[config.mk]
export PLATFORM = sky130hd
export DESIGN_NAME = uart_top
export DESIGN_NICKNAME = d
export VERILOG_FILES = /design/src/rtl/uart_top_pkg.sv /design/src/rtl/uart_top_byte_phy.sv /design/src/rtl/uart_top.sv
export SDC_FILE = /design/constraint.sdc
export NUM_CORES = 1
export LEC_CHECK = 0
export CORE_ASPECT_RATIO = 0.8
export CORE_MARGIN = 8
export CORE_UTILIZATION = 35
export CTS_CLUSTER_SIZE = 20
export DETAILED_ROUTE_END_ITERATION = 8
export HOLD_SLACK_MARGIN = 0.03
export PLACE_DENSITY = 0.47
export SLEW_MARGIN = 10
export SYNTH_ARGS = -nofsm -noshare
export SYNTH_HDL_FRONTEND = slang
export SYNTH_SLANG_ARGS = --single-unit
[constraint.sdc]
create_clock -name clk -period 7.9 [get_ports clk]
set_clock_uncertainty 0.05 [all_clocks]
set_input_delay 0.79 -clock clk [delete_from_list [all_inputs] [get_ports clk]]
set_output_delay 0.79 -clock clk [all_outputs]
set_load 0.005 [all_outputs]
[src/rtl/uart_top_pkg.sv]
// ----------------------------------------------------------------------------
// uart_top_pkg
// Shared constants, types and helpers for the host UART bridge.
//   - framing byte, packet/reply type codes, reply status codes
//   - parser state encodings (legacy 3-bit codes, also shown on debug_status)
//   - APP command codes
//   - reply record and CRC-16/CCITT-FALSE byte update (used when
//     UART_CRC_CHECK_EN is defined)
// ----------------------------------------------------------------------------
package uart_top_pkg;

    localparam logic [7:0] SOF = 8'h5A;

    // Packet types: host -> bridge, then bridge -> host replies.
    localparam logic [7:0] PKT_APP_CMD = 8'h01;
    localparam logic [7:0] PKT_ETH_RX  = 8'h10;
    localparam logic [7:0] PKT_APP_RSP = 8'h81;
    localparam logic [7:0] PKT_ETH_RSP = 8'h90;
    localparam logic [7:0] PKT_ERR_RSP = 8'hFF;

    typedef enum logic [7:0] {
        STAT_OK       = 8'h00,
        STAT_NOT_CONN = 8'h01,
        STAT_BAD_REQ  = 8'h02,
        STAT_LEN_ERR  = 8'h03,
        STAT_CRC_ERR  = 8'h04
    } status_t;

    // Parser states; the numeric codes are visible on debug_status[2:0].
    localparam logic [2:0] ST_IDLE     = 3'd0;
    localparam logic [2:0] ST_TYPE     = 3'd1;
    localparam logic [2:0] ST_LEN_HI   = 3'd2;
    localparam logic [2:0] ST_LEN_LO   = 3'd3;
    localparam logic [2:0] ST_PAYLOAD  = 3'd4;
    localparam logic [2:0] ST_CRC_HI   = 3'd5;
    localparam logic [2:0] ST_CRC_LO   = 3'd6;
    localparam logic [2:0] ST_DISPATCH = 3'd7;

    localparam logic [15:0] CMD_CONNECT = 16'h0001;
    localparam logic [15:0] CMD_CLOSE   = 16'h0002;

    // Variable part of the fixed 8-byte reply: 5A rtype 00 02 p0 p1 crc.
    typedef struct packed {
        logic [7:0]  rtype;
        logic [7:0]  p0;
        logic [7:0]  p1;
        logic [15:0] crc;
    } reply_t;

    // CRC-16/CCITT-FALSE, poly 0x1021, MSB first, one byte per call.
    function automatic logic [15:0] crc16_update(input logic [15:0] crc,
                                                 input logic [7:0]  data);
        logic [15:0] c;
        c = crc ^ {data, 8'h00};
        for (int i = 0; i < 8; i++) begin
            c = c[15] ? ((c << 1) ^ 16'h1021) : (c << 1);
        end
        return c;
    endfunction

endpackage

[src/rtl/uart_top_byte_phy.sv]
// ----------------------------------------------------------------------------
// uart_byte_phy
// 8N1 byte-level UART PHY, LSB first, idle high.
//   RX: 2-flop synchronizer, falling-edge start detect, start bit re-checked
//       at BAUD_DIV/2, data and stop bits sampled every BAUD_DIV clocks.
//   TX: 10-bit shifter; a new byte may be accepted in the last clock of the
//       current stop bit so consecutive bytes leave with no idle gap.
// Ports:
//   clk, rst_n     clock, synchronous active-low reset
//   rx             raw serial input
//   rx_data        last received byte (valid with rx_valid)
//   rx_valid       1-cycle strobe, good byte received
//   rx_frame_err   1-cycle strobe, byte dropped because stop bit was 0
//   tx_start       load tx_data (honoured only while tx_ready)
//   tx_data        byte to send
//   tx_ready       shifter can take a byte this cycle
//   tx_busy        frame in flight
//   tx             serial output
// ----------------------------------------------------------------------------
module uart_byte_phy #(
    parameter int BAUD_DIV = 434
) (
    input  logic       clk,
    input  logic       rst_n,
    input  logic       rx,
    output logic [7:0] rx_data,
    output logic       rx_valid,
    output logic       rx_frame_err,
    input  logic       tx_start,
    input  logic [7:0] tx_data,
    output logic       tx_ready,
    output logic       tx_busy,
    output logic       tx
);

    localparam int CW = $clog2(BAUD_DIV);
    localparam logic [CW-1:0] DIV_LAST  = CW'(BAUD_DIV - 1);
    localparam logic [CW-1:0] HALF_LAST = CW'(BAUD_DIV / 2 - 1);

    localparam logic [1:0] RX_IDLE  = 2'd0;
    localparam logic [1:0] RX_START = 2'd1;
    localparam logic [1:0] RX_DATA  = 2'd2;
    localparam logic [1:0] RX_STOP  = 2'd3;

    logic          rx_meta, rx_sync, rx_prev;
    logic [1:0]    rx_state;
    logic [CW-1:0] rx_cnt;
    logic [2:0]    rx_bit;
    logic [7:0]    rx_shreg;

    logic [CW-1:0] tx_cnt;
    logic [3:0]    tx_bit;
    logic [8:0]    tx_shreg;

    // Synchronizer and edge history reset to the idle-high line level so a
    // reset never looks like a start bit.
    // NOTE: sequential state uses non-blocking assignments only, so every
    // flop samples the pre-edge value of its inputs regardless of block order.
    always_ff @(posedge clk) begin
        if (!rst_n) begin
            rx_meta <= 1'b1;
            rx_sync <= 1'b1;
            rx_prev <= 1'b1;
        end else begin
            rx_meta <= rx;
            rx_sync <= rx_meta;
            rx_prev <= rx_sync;
        end
    end

    always_ff @(posedge clk) begin
        if (!rst_n) begin
            rx_state     <= RX_IDLE;
            rx_cnt       <= '0;
            rx_bit       <= '0;
            rx_shreg     <= '0;
            rx_valid     <= 1'b0;
            rx_frame_err <= 1'b0;
        end else begin
            rx_valid     <= 1'b0;
            rx_frame_err <= 1'b0;
            case (rx_state)
                RX_IDLE: begin
                    if (rx_prev && !rx_sync) begin
                        rx_state <= RX_START;
                        rx_cnt   <= '0;
                    end
                end
                RX_START: begin
                    // A glitch shorter than half a bit is not a start bit.
                    if (rx_cnt == HALF_LAST) begin
                        rx_cnt   <= '0;
                        rx_bit   <= '0;
                        rx_state <= rx_sync ? RX_IDLE : RX_DATA;
                    end else begin
                        rx_cnt <= rx_cnt + 1'b1;
                    end
                end
                RX_DATA: begin
                    if (rx_cnt == DIV_LAST) begin
                        rx_cnt   <= '0;
                        rx_shreg <= {rx_sync, rx_shreg[7:1]};
                        if (rx_bit == 3'd7) rx_state <= RX_STOP;
                        else                rx_bit   <= rx_bit + 1'b1;
                    end else begin
                        rx_cnt <= rx_cnt + 1'b1;
                    end
                end
                default: begin // RX_STOP
                    if (rx_cnt == DIV_LAST) begin
                        rx_cnt   <= '0;
                        rx_state <= RX_IDLE;
                        if (rx_sync) rx_valid     <= 1'b1;
                        else         rx_frame_err <= 1'b1;
                    end else begin
                        rx_cnt <= rx_cnt + 1'b1;
                    end
                end
            endcase
        end
    end

    assign rx_data = rx_shreg;

    // Ready in the last clock of the stop bit lets the next start bit follow
    // immediately.
    assign tx_ready = !tx_busy || (tx_cnt == DIV_LAST && tx_bit == 4'd9);

    always_ff @(posedge clk) begin
        if (!rst_n) begin
            tx_busy  <= 1'b0;
            tx       <= 1'b1;
            tx_shreg <= '0;
            tx_cnt   <= '0;
            tx_bit   <= '0;
        end else if (tx_start && tx_ready) begin
            tx_busy  <= 1'b1;
            tx       <= 1'b0;
            tx_shreg <= {1'b1, tx_data};
            tx_cnt   <= '0;
            tx_bit   <= '0;
        end else if (tx_busy) begin
            if (tx_cnt == DIV_LAST) begin
                tx_cnt <= '0;
                if (tx_bit == 4'd9) begin
                    tx_busy <= 1'b0;
                    tx      <= 1'b1;
                end else begin
                    tx       <= tx_shreg[0];
                    tx_shreg <= {1'b1, tx_shreg[8:1]};
                    tx_bit   <= tx_bit + 1'b1;
                end
            end else begin
                tx_cnt <= tx_cnt + 1'b1;
            end
        end
    end

endmodule

[src/rtl/uart_top.sv]
// ----------------------------------------------------------------------------
// uart_top
// Host-facing UART bridge: deframes host packets
//   5A, TYPE, LEN_HI, LEN_LO, payload[LEN], CRC_HI, CRC_LO
// tracks the APP connection, counts DATA_WIDTH-bit beats of ETH_RX frames and
// answers each accepted packet with an 8-byte status reply on uart_tx.
// Optional feature macro: UART_CRC_CHECK_EN (CRC-16/CCITT-FALSE check of
// incoming packets and CRC on replies; otherwise CRC bytes are ignored and
// replies carry 00 00).
// Ports:
//   clk                single system clock
//   rst_n              synchronous reset, active-low
//   uart_rx            serial in, 8N1
//   uart_tx            serial out, 8N1
//   debug_status       {tx busy, crc err, len err, framing err, connected,
//                       parser state[2:0]}; error bits sticky until reset
//   connection_active  APP-level connection open
// ----------------------------------------------------------------------------
module uart_top
    import uart_top_pkg::*;
#(
    parameter int DATA_WIDTH = 64,
    parameter int BAUD_RATE  = 115200,
    parameter int CLK_FREQ   = 50000000,
    parameter int MAX_LEN    = 1518
) (
    input  logic       clk,
    input  logic       rst_n,
    input  logic       uart_rx,
    output logic       uart_tx,
    output logic [7:0] debug_status,
    output logic       connection_active
);

    localparam int BAUD_DIV = CLK_FREQ / BAUD_RATE;
    localparam int BYTES    = DATA_WIDTH / 8;
    localparam int LW       = (BYTES > 1) ? $clog2(BYTES) : 1;
    localparam int TIMEOUT  = 160 * BAUD_DIV;   // 16 byte-times of silence
    localparam int TW       = $clog2(TIMEOUT);

    localparam logic [15:0]   MAX_LEN_W    = 16'(MAX_LEN);
    localparam logic [LW-1:0] LANE_LAST    = LW'(BYTES - 1);
    localparam logic [TW-1:0] TIMEOUT_LAST = TW'(TIMEOUT - 1);

    logic [7:0] rx_data;
    logic       rx_valid, rx_frame_err;
    logic       phy_tx_start, phy_tx_ready, phy_tx_busy;
    logic [7:0] phy_tx_data;

    uart_byte_phy #(.BAUD_DIV(BAUD_DIV)) u_phy (
        .clk          (clk),
        .rst_n        (rst_n),
        .rx           (uart_rx),
        .rx_data      (rx_data),
        .rx_valid     (rx_valid),
        .rx_frame_err (rx_frame_err),
        .tx_start     (phy_tx_start),
        .tx_data      (phy_tx_data),
        .tx_ready     (phy_tx_ready),
        .tx_busy      (phy_tx_busy),
        .tx           (uart_tx)
    );

    // ---------------------------------------------------------------- parser
    logic [2:0]    state;
    logic [7:0]    ptype;
    logic [15:0]   len, byte_cnt, cmd, beats;
    logic [LW-1:0] lane;
    logic [TW-1:0] idle_cnt;
    logic          conn, frame_err, len_err, crc_err;
    logic          crc_ok;
    logic [15:0]   len_next;

    assign len_next = {len[15:8], rx_data};

    always_ff @(posedge clk) begin
        if (!rst_n) begin
            state     <= ST_IDLE;
            ptype     <= '0;
            len       <= '0;
            byte_cnt  <= '0;
            cmd       <= '0;
            beats     <= '0;
            lane      <= '0;
            idle_cnt  <= '0;
            conn      <= 1'b0;
            frame_err <= 1'b0;
            len_err   <= 1'b0;
            crc_err   <= 1'b0;
        end else begin
            if (rx_frame_err) frame_err <= 1'b1;

            if (state == ST_IDLE || rx_valid) idle_cnt <= '0;
            else                              idle_cnt <= idle_cnt + 1'b1;

            // Abandon a stalled packet; a byte arriving this very cycle wins.
            if (state != ST_IDLE && state != ST_DISPATCH &&
                idle_cnt == TIMEOUT_LAST && !rx_valid) begin
                state <= ST_IDLE;
            end

            case (state)
                ST_IDLE: begin
                    if (rx_valid && rx_data == SOF) state <= ST_TYPE;
                end
                ST_TYPE: begin
                    if (rx_valid) begin
                        ptype <= rx_data;
                        state <= ST_LEN_HI;
                    end
                end
                ST_LEN_HI: begin
                    if (rx_valid) begin
                        len[15:8] <= rx_data;
                        state     <= ST_LEN_LO;
                    end
                end
                ST_LEN_LO: begin
                    if (rx_valid) begin
                        len[7:0] <= rx_data;
                        byte_cnt <= '0;
                        cmd      <= '0;
                        beats    <= '0;
                        lane     <= '0;
                        if (len_next > MAX_LEN_W) begin
                            len_err <= 1'b1;
                            state   <= ST_IDLE;
                        end else if (len_next == 16'd0) begin
                            state <= ST_CRC_HI;
                        end else begin
                            state <= ST_PAYLOAD;
                        end
                    end
                end
                ST_PAYLOAD: begin
                    if (rx_valid) begin
                        byte_cnt <= byte_cnt + 16'd1;
                        if (byte_cnt == 16'd0) cmd[15:8] <= rx_data;
                        if (byte_cnt == 16'd1) cmd[7:0]  <= rx_data;
                        // A byte landing in lane 0 opens a new beat, so the
                        // count equals ceil(LEN/BYTES) with a padded tail.
                        if (lane == '0) beats <= beats + 16'd1;
                        lane <= (lane == LANE_LAST) ? '0 : lane + 1'b1;
                        if (byte_cnt == len - 16'd1) state <= ST_CRC_HI;
                    end
                end
                ST_CRC_HI: begin
                    if (rx_valid) state <= ST_CRC_LO;
                end
                ST_CRC_LO: begin
                    if (rx_valid) state <= ST_DISPATCH;
                end
                default: begin // ST_DISPATCH
                    state <= ST_IDLE;
                    if (!crc_ok) begin
                        crc_err <= 1'b1;
                    end else if (ptype == PKT_APP_CMD && len >= 16'd2) begin
                        if (cmd == CMD_CONNECT)    conn <= 1'b1;
                        else if (cmd == CMD_CLOSE) conn <= 1'b0;
                    end
                end
            endcase
        end
    end

    // --------------------------------------------------------- reply builder
    logic [7:0]  rsp_rtype, rsp_p0;
    status_t     rsp_status;
    logic [15:0] rsp_crc;

    // NOTE: every always_comb output gets a default first so no path can
    // leave it unassigned and infer a latch.
    always_comb begin
        rsp_rtype  = PKT_ERR_RSP;
        rsp_p0     = ptype;
        rsp_status = STAT_BAD_REQ;
        case (ptype)
            PKT_APP_CMD: begin
                rsp_rtype = PKT_APP_RSP;
                rsp_p0    = cmd[7:0];
                if (len >= 16'd2 && (cmd == CMD_CONNECT || cmd == CMD_CLOSE))
                    rsp_status = STAT_OK;
            end
            PKT_ETH_RX: begin
                rsp_rtype  = PKT_ETH_RSP;
                rsp_p0     = beats[7:0];
                rsp_status = conn ? STAT_OK : STAT_NOT_CONN;
            end
            default: ;
        endcase
        if (!crc_ok) rsp_status = STAT_CRC_ERR;
    end

`ifdef UART_CRC_CHECK_EN
    logic [15:0] crc_calc, crc_rx;

    always_ff @(posedge clk) begin
        if (!rst_n) begin
            crc_calc <= 16'hFFFF;
            crc_rx   <= '0;
        end else if (rx_valid) begin
            case (state)
                ST_IDLE: crc_calc <= 16'hFFFF;
                ST_TYPE, ST_LEN_HI, ST_LEN_LO, ST_PAYLOAD:
                    crc_calc <= crc16_update(crc_calc, rx_data);
                ST_CRC_HI: crc_rx[15:8] <= rx_data;
                ST_CRC_LO: crc_rx[7:0]  <= rx_data;
                default: ;
            endcase
        end
    end

    assign crc_ok  = (crc_calc == crc_rx);
    assign rsp_crc = crc16_update(crc16_update(crc16_update(crc16_update(
                     crc16_update(16'hFFFF, rsp_rtype), 8'h00), 8'h02),
                     rsp_p0), rsp_status);
`else
    assign crc_ok  = 1'b1;
    assign rsp_crc = 16'h0000;
`endif

    // ------------------------------------------------------- TX sequencing
    reply_t      pend;
    logic        pend_valid, tx_active;
    logic [3:0]  tx_left;
    logic [63:0] tx_frame;

    always_ff @(posedge clk) begin
        if (!rst_n) begin
            pend       <= '0;
            pend_valid <= 1'b0;
            tx_active  <= 1'b0;
            tx_left    <= '0;
            tx_frame   <= '0;
        end else begin
            if (!tx_active) begin
                if (pend_valid && phy_tx_ready) begin
                    tx_frame   <= {SOF, pend.rtype, 8'h00, 8'h02,
                                   pend.p0, pend.p1, pend.crc};
                    tx_left    <= 4'd8;
                    tx_active  <= 1'b1;
                    pend_valid <= 1'b0;
                end
            end else if (phy_tx_ready) begin
                // Ready with nothing left means the final stop bit is ending.
                if (tx_left == 4'd0) begin
                    tx_active <= 1'b0;
                end else begin
                    tx_frame <= {tx_frame[55:0], 8'h00};
                    tx_left  <= tx_left - 4'd1;
                end
            end
            // Placed last: a fresh reply overwrites one that never started,
            // even in the cycle the old one is being taken.
            if (state == ST_DISPATCH) begin
                pend       <= '{rtype: rsp_rtype, p0: rsp_p0,
                                p1: rsp_status, crc: rsp_crc};
                pend_valid <= 1'b1;
            end
        end
    end

    assign phy_tx_start = tx_active && phy_tx_ready && (tx_left != 4'd0);
    assign phy_tx_data  = tx_frame[63:56];

    assign connection_active = conn;
    assign debug_status = {tx_active | phy_tx_busy, crc_err, len_err,
                           frame_err, conn, state};

endmodule

; Yosys cells after proc, flatten, opt, wreduce, memory -nomap -nowiden
; Cells that the tools add are included.
[word_totals]
ff_bits = 243
inputBits = 3
output_inout_bits = 10
word_cells = 222
[classes]
n_addsub = 10
magnitude_cmp = 2
eq_ne = 38
muxes = 78
bitwise_logic = 5
reduce_logical = 55
[op_table]
columns = op, n
row1 = $mux W64, 4
row2 = $pmux W16 S2, 3
row3 = $mux W16, 5
row4 = $mux W9, 8
row5 = $mux W3, 16
row6 = $add A16 B1 Y16 const B, 2
row7 = $eq A16 B1 Y1 const B, 2
row8 = $logic_not A16 Y1, 2
row9 = $mux W1, 21
row10 = $pmux W3 S7, 1
row11 = $add A9 B1 Y9 const B, 2
row12 = $eq A3 B3 Y1 const B, 6
row13 = $eq A9 B9 Y1 const B, 2
row14 = $pmux W9 S2, 1
row15 = $reduce_and A3 Y1, 6
row16 = $add A17 B1 Y17 const B, 1
row17 = $eq A17 B17 Y1 const B, 1
row18 = $eq A16 B16 Y1, 1
row19 = $eq A16 B2 Y1 const B, 1
row20 = $ge A16 B2 Y1 const B, 1
row21 = $gt A16 B11 Y1 const B, 1
row22 = $mux W4, 4
row23 = $mux W8, 2
row24 = $pmux W8 S2, 1
row25 = other kinds (38), 94

; Logic depth before layout (Yosys ltp)
; Gate-level depths: netlist of run 1.
[logic_depth]
depth_word = 8
depth_mapped = 9
mapped_depth_nobuf = 7

; Hierarchy
; Synthesis of run 1 repeated with hierarchy kept, for this count alone.
[unflattened]
hier_cells = 1089
area_unflattened_um2 = 9615.5
[by_module_without_submodules]
columns = module, n_inst, cells_per_inst, area_each_um2, seq_area_each_um2
row1 = uart_top, 1, 833, 7299.5, 3042.9
row2 = uart_byte_phy, 1, 256, 2316.0, 1021.0

; Least setup slack after synthesis of run 1
; No wires, ideal clock.
[synth_timing]
path_type = reg-to-reg
start = register len[0]
end = register state[0]
setup_ns = 0.096
t_arrival_ns = 2.457
required_time_ns = 7.754
setup_slack_ns = 5.297
path_stages_with_launch = 8
path_cell_list = dfxtp_1 -> inv_1 -> ha_1 -> or3b_2 -> or4_4 -> a2111oi_2 -> nand4_1 -> o41ai_2
[synth_between]
elab_chain_cells = 5
[synth_lines]
columns = item, line
row1 = from (decl), uart_top.sv:67  ; logic [15:0] len, byte_cnt, cmd, beats;
row2 = from (signal assigned), uart_top.sv:120  ; len[7:0] <= rx_data;
row3 = $sub A16 B1 Y16, uart_top.sv:144  ; if (byte_cnt == len - 16'd1) state <= ST_CRC_HI;
row4 = $eq A16 B16 Y1, uart_top.sv:144
row5 = $mux W3, uart_top.sv:144
row6 = $mux W3, uart_top.sv:136  ; if (rx_valid) begin
row7 = $pmux W3 S7, uart_top.sv:102  ; case (state)
row8 = to (signal assigned), uart_top.sv:104  ; if (rx_valid && rx_data == SOF) state <= ST_TYPE;
row9 = to (signal assigned), uart_top.sv:144
row10 = to (signal assigned), uart_top.sv:148  ; if (rx_valid) state <= ST_CRC_LO;
row11 = to (decl), uart_top.sv:65  ; logic [2:0] state;
; No other way between the ends.
; A chain may end at the register's enable or synchronous reset.

; Worst setup path in the final report of run 1
[layout_timing]
start = register tx_active
end = output port debug_status[7]
[layout_between]
elab_chain_cells = 1
[layout_lines]
columns = item, line
row1 = from (decl), uart_top.sv:224  ; logic pend_valid, tx_active;
row2 = from (signal assigned), uart_top.sv:232  ; tx_active <= 1'b0;
row3 = from (signal assigned), uart_top.sv:241  ; tx_active <= 1'b1;
row4 = from (signal assigned), uart_top.sv:247  ; tx_active <= 1'b0;
row5 = $or A1 B1 Y1, uart_top.sv:267  ; assign debug_status = {tx_active | phy_tx_busy, crc_err, len_err,
row6 = to (decl), uart_top.sv:31  ; output logic [7:0] debug_status,
; No other way between the ends.

==> out/results.tsv, run 1 <==
metric	value	unit
status	completed	
Distinct cells, synth	65	
CTS Root Cell	clkbuf_16	
core footprint	0.02633	mm2
post-route setup TNS	0	ps
period utilisation layout	36.28	%
Register-to-Register Setup Slack	5060	ps
Tmin final	2866	ps
Syn Area/Cell	8.379	um2
Syn. warnings	0	
initial core utilization	35.58	%
Slew Limit Fails	0	
MaxCap Viol Count	0	
Worst-Skew Late Latency	510	ps
ant diodes	0	
Final Hold Viols	0	
initial DRC count	508	
RSZ-0062 raised after global routing	no	
total number of vias	7760	
top_reg_cell synth	dfxtp_1	
Crit Path Class	reg2out	
# resized after CTS	0	
TritonCTS clock tree	built	
Tot Pwr	2155	uW
vias per cell	5.333	
CP max FO	16	
DPL Wire Length	15.60	mm
Clock H-tree levels	1	
Cells after Synth	1118	
largest net degree at the start of global routing	78	
Fmax	348.9	MHz
synthesized cell area	0.009368	mm2
Slew HR	31.89	%
GRT Total Usage	14.76	%
share of cells above drive strength 1	6.375	%
post-CTS setup buffer count	0	
IR drop worst, VDD	0.1224	mV
Leakage	0.003541	uW
class of the worst hold path	reg2reg	
Reg2Reg Launch Point	len[0]$_SDFFE_PN0P_	
first-pass GRT wire length	39.54	mm
hold buffer count at CTS	0	
port bufs	11	
initial antenna violation count	0	
drt wl/cell	16.36	um
Worst setup EP type	primary output	
I/O pins	13	
setup violators final	0	
Die Footprint	0.03229	mm2
reg2reg path depth	7	
FF-to-FF End	state[0]$_SDFF_PN0_	
synthesis-stage register bit count	203	
most frequent cells in the layout	dfxtp_1, nor2_1, nand2_1	
Residual DRC	0	
Worst path slowest cell	dfxtp_1	
layout net count	1106	
Worst-path clk slew	60	ps
clock buffer count from CTS	23	
CP Cell Sequence	or2_2 > clkdlybuf4s50_1	
vias in the first global route	7204	
worst slew pin tran	1012	ps
WHS Endpoint	u_phy.rx_sync$_SDFF_PN1_	
Synth async-reset ratio	0	%
commonest non-fill, non-tap cell in the layout	dfxtp_1	
Crit path required time	7060	ps
Die Width	198.9	um
row count	53	
number of synthesized flops with an enable pin	0	
min-delay src	u_phy.rx_meta$_SDFF_PN1_	
final WL	23.80	mm
clk buf depth	3	
Congestion Overflow GR	0	
Layout area overhead	11.74	%
Slowest Stage Delay on Critical Path	810	ps
GP Congestion	0.8460	
Worst Hold Depth	1	
crit path launch type	register	
Die Ht	162.3	um
antenna-violating nets left	0	
sequential share of the synthesized area	43.38	%
Crit path arrival time	2030	ps
clock sink total	203	
DRT Pass-1 Iters	5	
syn nets	1141	
pwr/cell area	205.8	mW/mm2
[logic make-up (layout without fill, tap and decap cells)]
logic type | Yosys count | after routing | synth area share (%)
and+or+nand+nor | 461 | 461 | 24.55
AOI/OAI and AO/OA | 239 | 239 | 16.23
DFF | 203 | 203 | 43.38
buffers and inverters | 108 | 88 | 4.621
xor gates and xnor gates | 54 | 54 | 5.049
muxes | 32 | 32 | 3.459
adders and majority gates | 20 | 20 | 2.671
other | 1 | 1 | 0.04003
[flip-flops by register name, indices dropped and copies added, names as in the netlist, 9 cells and up]
name	count
len	16
cmd	16
idle_cnt	17
u_phy.tx_cnt	9
tx_frame	42
byte_cnt	16
u_phy.tx_shreg	9
pend	14
u_phy.rx_cnt	9
[critical path: cells and delay by family, from the launching register on]
kind,cells,cell delay (ps)
buf+inv,1,490
flops,1,810
simple gates,1,220
[routing by layer]
layer / share of wire [%] / global-route usage [%] / vias to the layer above
met2: 41 / 21.02 / 113
met4: 2.1 / 3.431 / 0
met3: 3.3 / 2.065 / 34
met1: 54 / 22.84 / 3680
li1: - / - / 3933
met5: 0 / 0 / -
[cells in the mapped netlist (9+ instances only)]
library cell | instances | share of area [%]
nor3_1 | 27 | 1.4
nor2_1 | 155 | 6.2
or3_1 | 14 | 0.93
nand2_1 | 92 | 3.7
o21ai_0 | 42 | 2.2
nand3_1 | 29 | 1.5
dfxtp_1 | 203 | 43
nor4_1 | 16 | 1.1
clkbuf_1 | 75 | 3.0
xnor2_1 | 27 | 2.5
mux2i_1 | 29 | 3.1
inv_1 | 24 | 0.96
a21oi_1 | 81 | 4.3
or4_1 | 9 | 0.72
nor2b_1 | 11 | 0.73
a211oi_1 | 18 | 1.4
and3_1 | 10 | 0.67
nand4_1 | 41 | 2.7
xor2_1 | 27 | 2.5
a22oi_1 | 39 | 3.1
ha_1 | 20 | 2.7
[stage by stage]
step	hold WS [ps]	setup WS [ps]	util, %	std cells	area [um2]
floorplan	336.3	5297	-	1118	9368
global placement	341.9	4737	36.85	1415	9701
detailed placement	341.6	4715	36.85	1415	9701
CTS	362.6	4989	39.75	1455	10470
global route	375.8	4846	39.76	1455	10470
finish	363.0	5034	39.76	1455	10470
[how the worst max path moves through the flow]
| stage | startpoint | endpoint | slack [ps] |
|---|---|---|---|
| finish | tx_active$_SDFF_PN0_ | debug_status[7] | 5030 |
| global route | state[2]$_SDFF_PN0_ | beats[6]$_SDFFE_PN0P_ | 4850 |
| CTS | tx_active$_SDFF_PN0_ | debug_status[7] | 4990 |
| detailed placement | rst_n | pend[30]$_SDFFE_PN0P_ | 4710 |
| global placement | rst_n | tx_frame[51]$_SDFFE_PN0P_ | 4740 |
| floorplan | len[0]$_SDFFE_PN0P_ | state[0]$_SDFF_PN0_ | 5300 |
[report_power, final]
group / switching (uW) / internal, uW / leakage (uW)
registers: 3.63 / 1030 / 0.00164
logic: 26.1 / 9.31 / 0.00152
clock network: 438 / 652 / 0.000384
total: 468 / 1690 / 0.00354
[final cells by class]
cell class	instances	area [um2]
clock buffer	30	661.9
clock inverter	10	102.6
fill	2669	15860
inverter	24	92.59
multi-input combinational	807	4892
sequential	203	4064
tap	357	446.7
timing repair buffer	24	207.7
No activity file was read; power rests on OpenSTA's default activity.
==> inputs of run 2 (changes only) <==
- PLACE_DENSITY: 0.47 -> 0.48
- clock period: 7.9 -> 2.6 ns (I/O delays scaled with it)
==> out/results.tsv, run 2 (synthesis gave the netlist of run 1 again) <==
metric	value	unit
status	completed	
CTS Root Cell	clkbuf_16	
clk buf depth	3	
Clk pwr share	48.8	%
drt wl/cell	15.94	um
pwr/cell area	588.7	mW/mm2
Die Footprint	0.03229	mm2
Crit path arrival time	2840	ps
antenna-violating nets left	0	
Slowest Stage Delay on Critical Path	540	ps
min-delay src	uart_rx	
Layout area overhead	14.87	%
ant diodes	0	
class of the worst hold path	in2reg	
Worst-Skew Late Latency	520	ps
I/O pins	13	
initial antenna violation count	0	
hold slack final	266.6	ps
Slew Limit Fails	0	
period utilisation layout	94.89	%
IR drop worst, VDD	0.5298	mV
Int Pwr	4945	uW
Crit path required time	2970	ps
first-pass GRT wire length	39.79	mm
DPL Wire Length	16.09	mm
layout net count	1148	
TritonCTS clock tree	built	
clock sink total	203	
row count	53	
Clock H-tree levels	1	
Most flops, register	tx_frame	
Logic pwr share	1.8	%
Final Hold Viols	0	
Worst path slowest cell	or4_4	
max reg flops	42	
WHS Endpoint	u_phy.rx_meta$_SDFF_PN1_	
CP Cell Sequence	inv_1 > ha_2 > or3b_2 > or4_4 > a2111oi_4 > nand4_1 > o41ai_2	
Worst setup EP type	register	
worst slew pin tran	723.3	ps
MaxCap Viol Count	0	
Layout fillers	2708	
Worst-path clk slew	60	ps
initial DRC count	475	
CP bufs+invs	1	
port bufs	11	
share of cells above drive strength 1	9.641	%
GRT Total Usage	14.84	%
most frequent cells in the layout	dfxtp_1, nor2_1, nand2_1	
Sw Ratio	21.94	%
total number of vias	7823	
sw power	1390	uW
core footprint	0.02633	mm2
Top Registers	tx_frame x42, idle_cnt x17	
clock buffer count from CTS	23	
Reg2Reg Launch Point	len[0]$_SDFFE_PN0P_	
sequential power share	49.4	%
Critical Path Start	len[0]$_SDFFE_PN0P_	
DRT Pass-1 Iters	4	
post-CTS setup buffer count	0	
commonest non-fill, non-tap cell in the layout	dfxtp_1	
final WL	23.88	mm
reg2reg path depth	7	
FF-to-FF End	state[0]$_SDFF_PN0_	
vias in the first global route	7258	
CP max FO	2	
GP Congestion	0.7796	
Tmin final	2467	ps
Tot Pwr	6335	uW
sequential cell area	0.004064	mm2
Register-to-Register Setup Slack	130	ps
setup violators final	0	
Fmax	405.3	MHz
Multi-input gate area	0.004905	mm2
Slew HR	51.68	%
Die Ht	162.3	um
Worst Hold Depth	2	
crit-path leading delay family	simple AND/OR/NAND/NOR gates	
Die Width	198.9	um
Residual DRC	0	
Congestion Overflow GR	0	
largest net degree at the start of global routing	68	
crit path launch type	register	
Crit Path Class	reg2reg	
Leakage	0.003737	uW
initial core utilization	35.58	%
vias per cell	5.222	
[run 2: changes by cell type in the layout (fill, tap and decap cells not counted)]
cell        delta
buf_4         +41
clkbuf_1       +3
bufinv_16      -2
a2111oi_2      -1
a2111oi_4      +1
buf_12         +1
clkinvlp_4     -1
ha_1           -1
ha_2           +1
inv_6          +1
nor2_1         +1
nor2_2         -1
[run 2: worst max-delay path by stage]
| stage | endpoint | slack, ps | depth (start not counted) |
|---|---|---|---|
| 3_3_place_gp | state[0]$_SDFF_PN0_ | 100 | 7 |
| 5_1_grt | state[0]$_SDFF_PN0_ | -20 | 7 |
| 3_5_place_dp | state[0]$_SDFF_PN0_ | 60 | 7 |
| 4_1_cts | state[0]$_SDFF_PN0_ | 70 | 7 |
| 2_1_floorplan | state[0]$_SDFF_PN0_ | 20 | 7 |
| 6_report | state[0]$_SDFF_PN0_ | 130 | 7 |
[run 2: cell type report]
| type | count | area share [%] |
|---|---|---|
| Clock buffer | 33 | 6.256 |
| Clock inverter | 8 | 0.4070 |
| Inverter | 24 | 0.8605 |
| Multi-Input combinational cell | 807 | 45.58 |
| Sequential cell | 203 | 37.77 |
| Tap cell | 357 | 4.151 |
| Timing Repair Buffer | 66 | 4.977 |
[run 2: layer usage]
metal	up-vias	wire length, um	GRT usage (%)	share of wire [%]
li1	4009	-	-	-
met1	3694	12940	22.85	54
met2	94	9886	21.52	41
met3	26	721	2.003	3.0
met4	0	331	3.095	1.4
met5	-	0	0	0
[run 2: stage by stage]
step | setup TNS [ps] | setup slack, ps | std cells | instance area [um2] | utilization, %
2_1_floorplan | 0 | 17.63 | 1118 | 9370 | -
3_3_place_gp | 0 | 102.3 | 1457 | 10030 | 38.10
3_5_place_dp | 0 | 61.90 | 1457 | 10030 | 38.10
4_1_cts | 0 | 65.31 | 1498 | 10750 | 40.83
5_1_grt | -18.22 | -18.22 | 1498 | 10760 | 40.87
6_report | 0 | 132.8 | 1498 | 10760 | 40.87
[run 2: what timing repair did]
item | CTS | global route
gates resized for setup | 0 | 1
endpoints found under the setup margin | 0 | 1
hold buffers | 0 | 0
[run 2: power by group through the flow]
stage / combinational (uW) / sequential, uW / clock, uW
global placement: 116 / 3200 / 0
detailed placement: 114 / 3200 / 0
finish: 113 / 3130 / 3090
CTS: 115 / 3130 / 3190
global route: 127 / 3130 / 3320
floorplan: 85.6 / 3190 / 0
==> inputs of run 3 (changes only) <==
- ABC_AREA: not set -> 1
- CORE_UTILIZATION: 35 -> 57
- PLACE_DENSITY: 0.48 -> 0.73
==> out/results.tsv, run 3 <==
metric	value	unit
status	completed	
Tot Pwr	6340	uW
clk buf depth	3	
Layout area overhead	10.45	%
Syn. warnings	0	
Final Hold Viols	0	
most frequent cells in the layout	nand2_1, dfxtp_1, inv_1	
period utilisation layout	88.45	%
Cells after Synth	1281	
hold buffer count at CTS	0	
final WL	20.81	mm
Die Footprint	0.02079	mm2
vias in the first global route	7412	
top_reg_cell synth	dfxtp_1	
Reg2Reg Launch Point	u_phy.tx_cnt[1]$_SDFFE_PP0P_	
GP Congestion	0.8803	
count leader, synth	nand2_1	
number of synthesized flops with an enable pin	0	
Layout fillers	1502	
pwr/cell area	613.7	mW/mm2
post-route setup TNS	0	ps
DRT Pass-1 Iters	5	
share of cells above drive strength 1	6.801	%
Worst-Skew Late Latency	500	ps
core footprint	0.01629	mm2
Worst Hold Depth	2	
Syn Area/Cell	7.301	um2
row count	42	
Residual DRC	0	
area leader, netlist	dfxtp_1	
sequential share of the synthesized area	43.45	%
total number of vias	8146	
min-delay src	rst_n	
antenna-violating nets left	0	
GRT Total Usage	20.08	%
initial DRC count	616	
vias per cell	5.380	
Die Ht	130.6	um
dominant cells by area after synthesis	dfxtp_1, nand2_1, a21oi_1	
area fraction of the dominant cell type after synthesis	43.45	%
FF-to-FF End	u_phy.tx_shreg[8]$_SDFFE_PN0P_	
Die Width	159.2	um
max reg flops	42	
Congestion Overflow GR	0	
initial antenna violation count	0	
Worst-path clk slew	60	ps
Most flops, register	tx_frame	
clock buffer count from CTS	21	
Slew Limit Fails	0	
synthesis-stage register bit count	203	
Crit path required time	2290	ps
class of the worst hold path	in2reg	
worst slew pin tran	558.5	ps
Worst setup EP type	primary output	
clock sink total	203	
RSZ-0062 raised after global routing	no	
DPL Wire Length	14.64	mm
drt wl/cell	13.74	um
syn nets	1304	
Clock H-tree levels	1	
Distinct cells, synth	55	
largest net degree at the start of global routing	36	
ant diodes	0	
port bufs	11	
IR drop worst, VDD	0.5573	mV
Register-to-Register Setup Slack	470	ps
initial core utilization	57.41	%
setup violators final	0	
crit path launch type	register	
CP max FO	13	
# resized after CTS	0	
Critical Path Start	tx_active$_SDFF_PN0_	
I/O pins	13	
Slew HR	62.72	%
commonest non-fill, non-tap cell in the layout	nand2_1	
MaxCap Viol Count	0	
layout net count	1303	
TritonCTS clock tree	built	
Crit Path Class	reg2out	
Leakage	0.003987	uW
post-CTS setup buffer count	0	
Tmin final	2300	ps
Synth async-reset ratio	0	%
synthesized cell area	0.009353	mm2
hold slack final	136.7	ps
CTS Root Cell	clkbuf_16	
synth cell count leaders	nand2_1, dfxtp_1, inv_1	
Crit path arrival time	1990	ps
Fmax	434.8	MHz
Top Registers	tx_frame x42, idle_cnt x17	
crit path to	debug_status[7]	
first-pass GRT wire length	35.74	mm
reg2reg path depth	8	
## run 3: cell type report
class                           instances  area, um2  area share (%)
Inverter                              164      616.8           5.971
Timing Repair Buffer                   24      227.7           2.204
Multi-Input combinational cell        866       4459           43.17
Tap cell                              220      275.3           2.665
Sequential cell                       203       4064           39.34
Clock inverter                          3      22.52          0.2180
Clock buffer                           34      664.4           6.432
## run 3: power breakdown
| group | total (uW) | switching, uW | internal [uW] |
|---|---|---|---|
| registers | 3160 | 21.6 | 3140 |
| clock network | 2940 | 1190 | 1750 |
| logic | 241 | 171 | 70.3 |
| total | 6340 | 1390 | 4950 |
## run 3: metal layers
layer | wire, um | share of wire, % | global-route usage (%) | vias up
li1 | - | - | - | 4244
met4 | 291 | 1.4 | 4.206 | 0
met1 | 10530 | 51 | 28.63 | 3690
met3 | 1354 | 6.5 | 3.976 | 27
met2 | 8626 | 41 | 31.12 | 185
met5 | 0 | 0 | 0 | -
## run 3: cells by family after synthesis
| group | after synthesis | synth area share, % |
|---|---|---|
| simple gates | 540 | 25.65 |
| compound gates | 288 | 17.73 |
| buf+inv | 212 | 8.869 |
| flops | 203 | 43.45 |
| fa+ha+maj | 20 | 2.676 |
| xor+xnor | 17 | 1.592 |
| other cells | 1 | 0.04010 |
## run 3: critical path, cell delays in order, from the launching register on
cell and delay, ps:
dfxtp_1 600, inv_1 250, nand2_1 130, clkdlybuf4s50_1 500
## run 3: how the worst min path moves through the flow
| stage | endpoint |
|---|---|
| 2_1_floorplan | u_phy.rx_meta$_SDFF_PN1_ |
| 3_3_place_gp | u_phy.rx_sync$_SDFF_PN1_ |
| 3_5_place_dp | u_phy.rx_sync$_SDFF_PN1_ |
| 4_1_cts | u_phy.tx$_SDFFE_PN1P_ |
| 5_1_grt | u_phy.tx$_SDFFE_PN1P_ |
| 6_report | u_phy.tx$_SDFFE_PN1P_ |
## run 3: metrics by stage
step           utilization, %  instances  area, um2  worst slack [ps]
6_report                63.41       1514      10330             300.3
5_1_grt                 63.41       1514      10330             142.9
4_1_cts                 63.41       1514      10330             293.4
3_5_place_dp            59.19       1477       9643             538.9
3_3_place_gp            59.19       1477       9643             557.3
2_1_floorplan               -       1281       9353             819.5
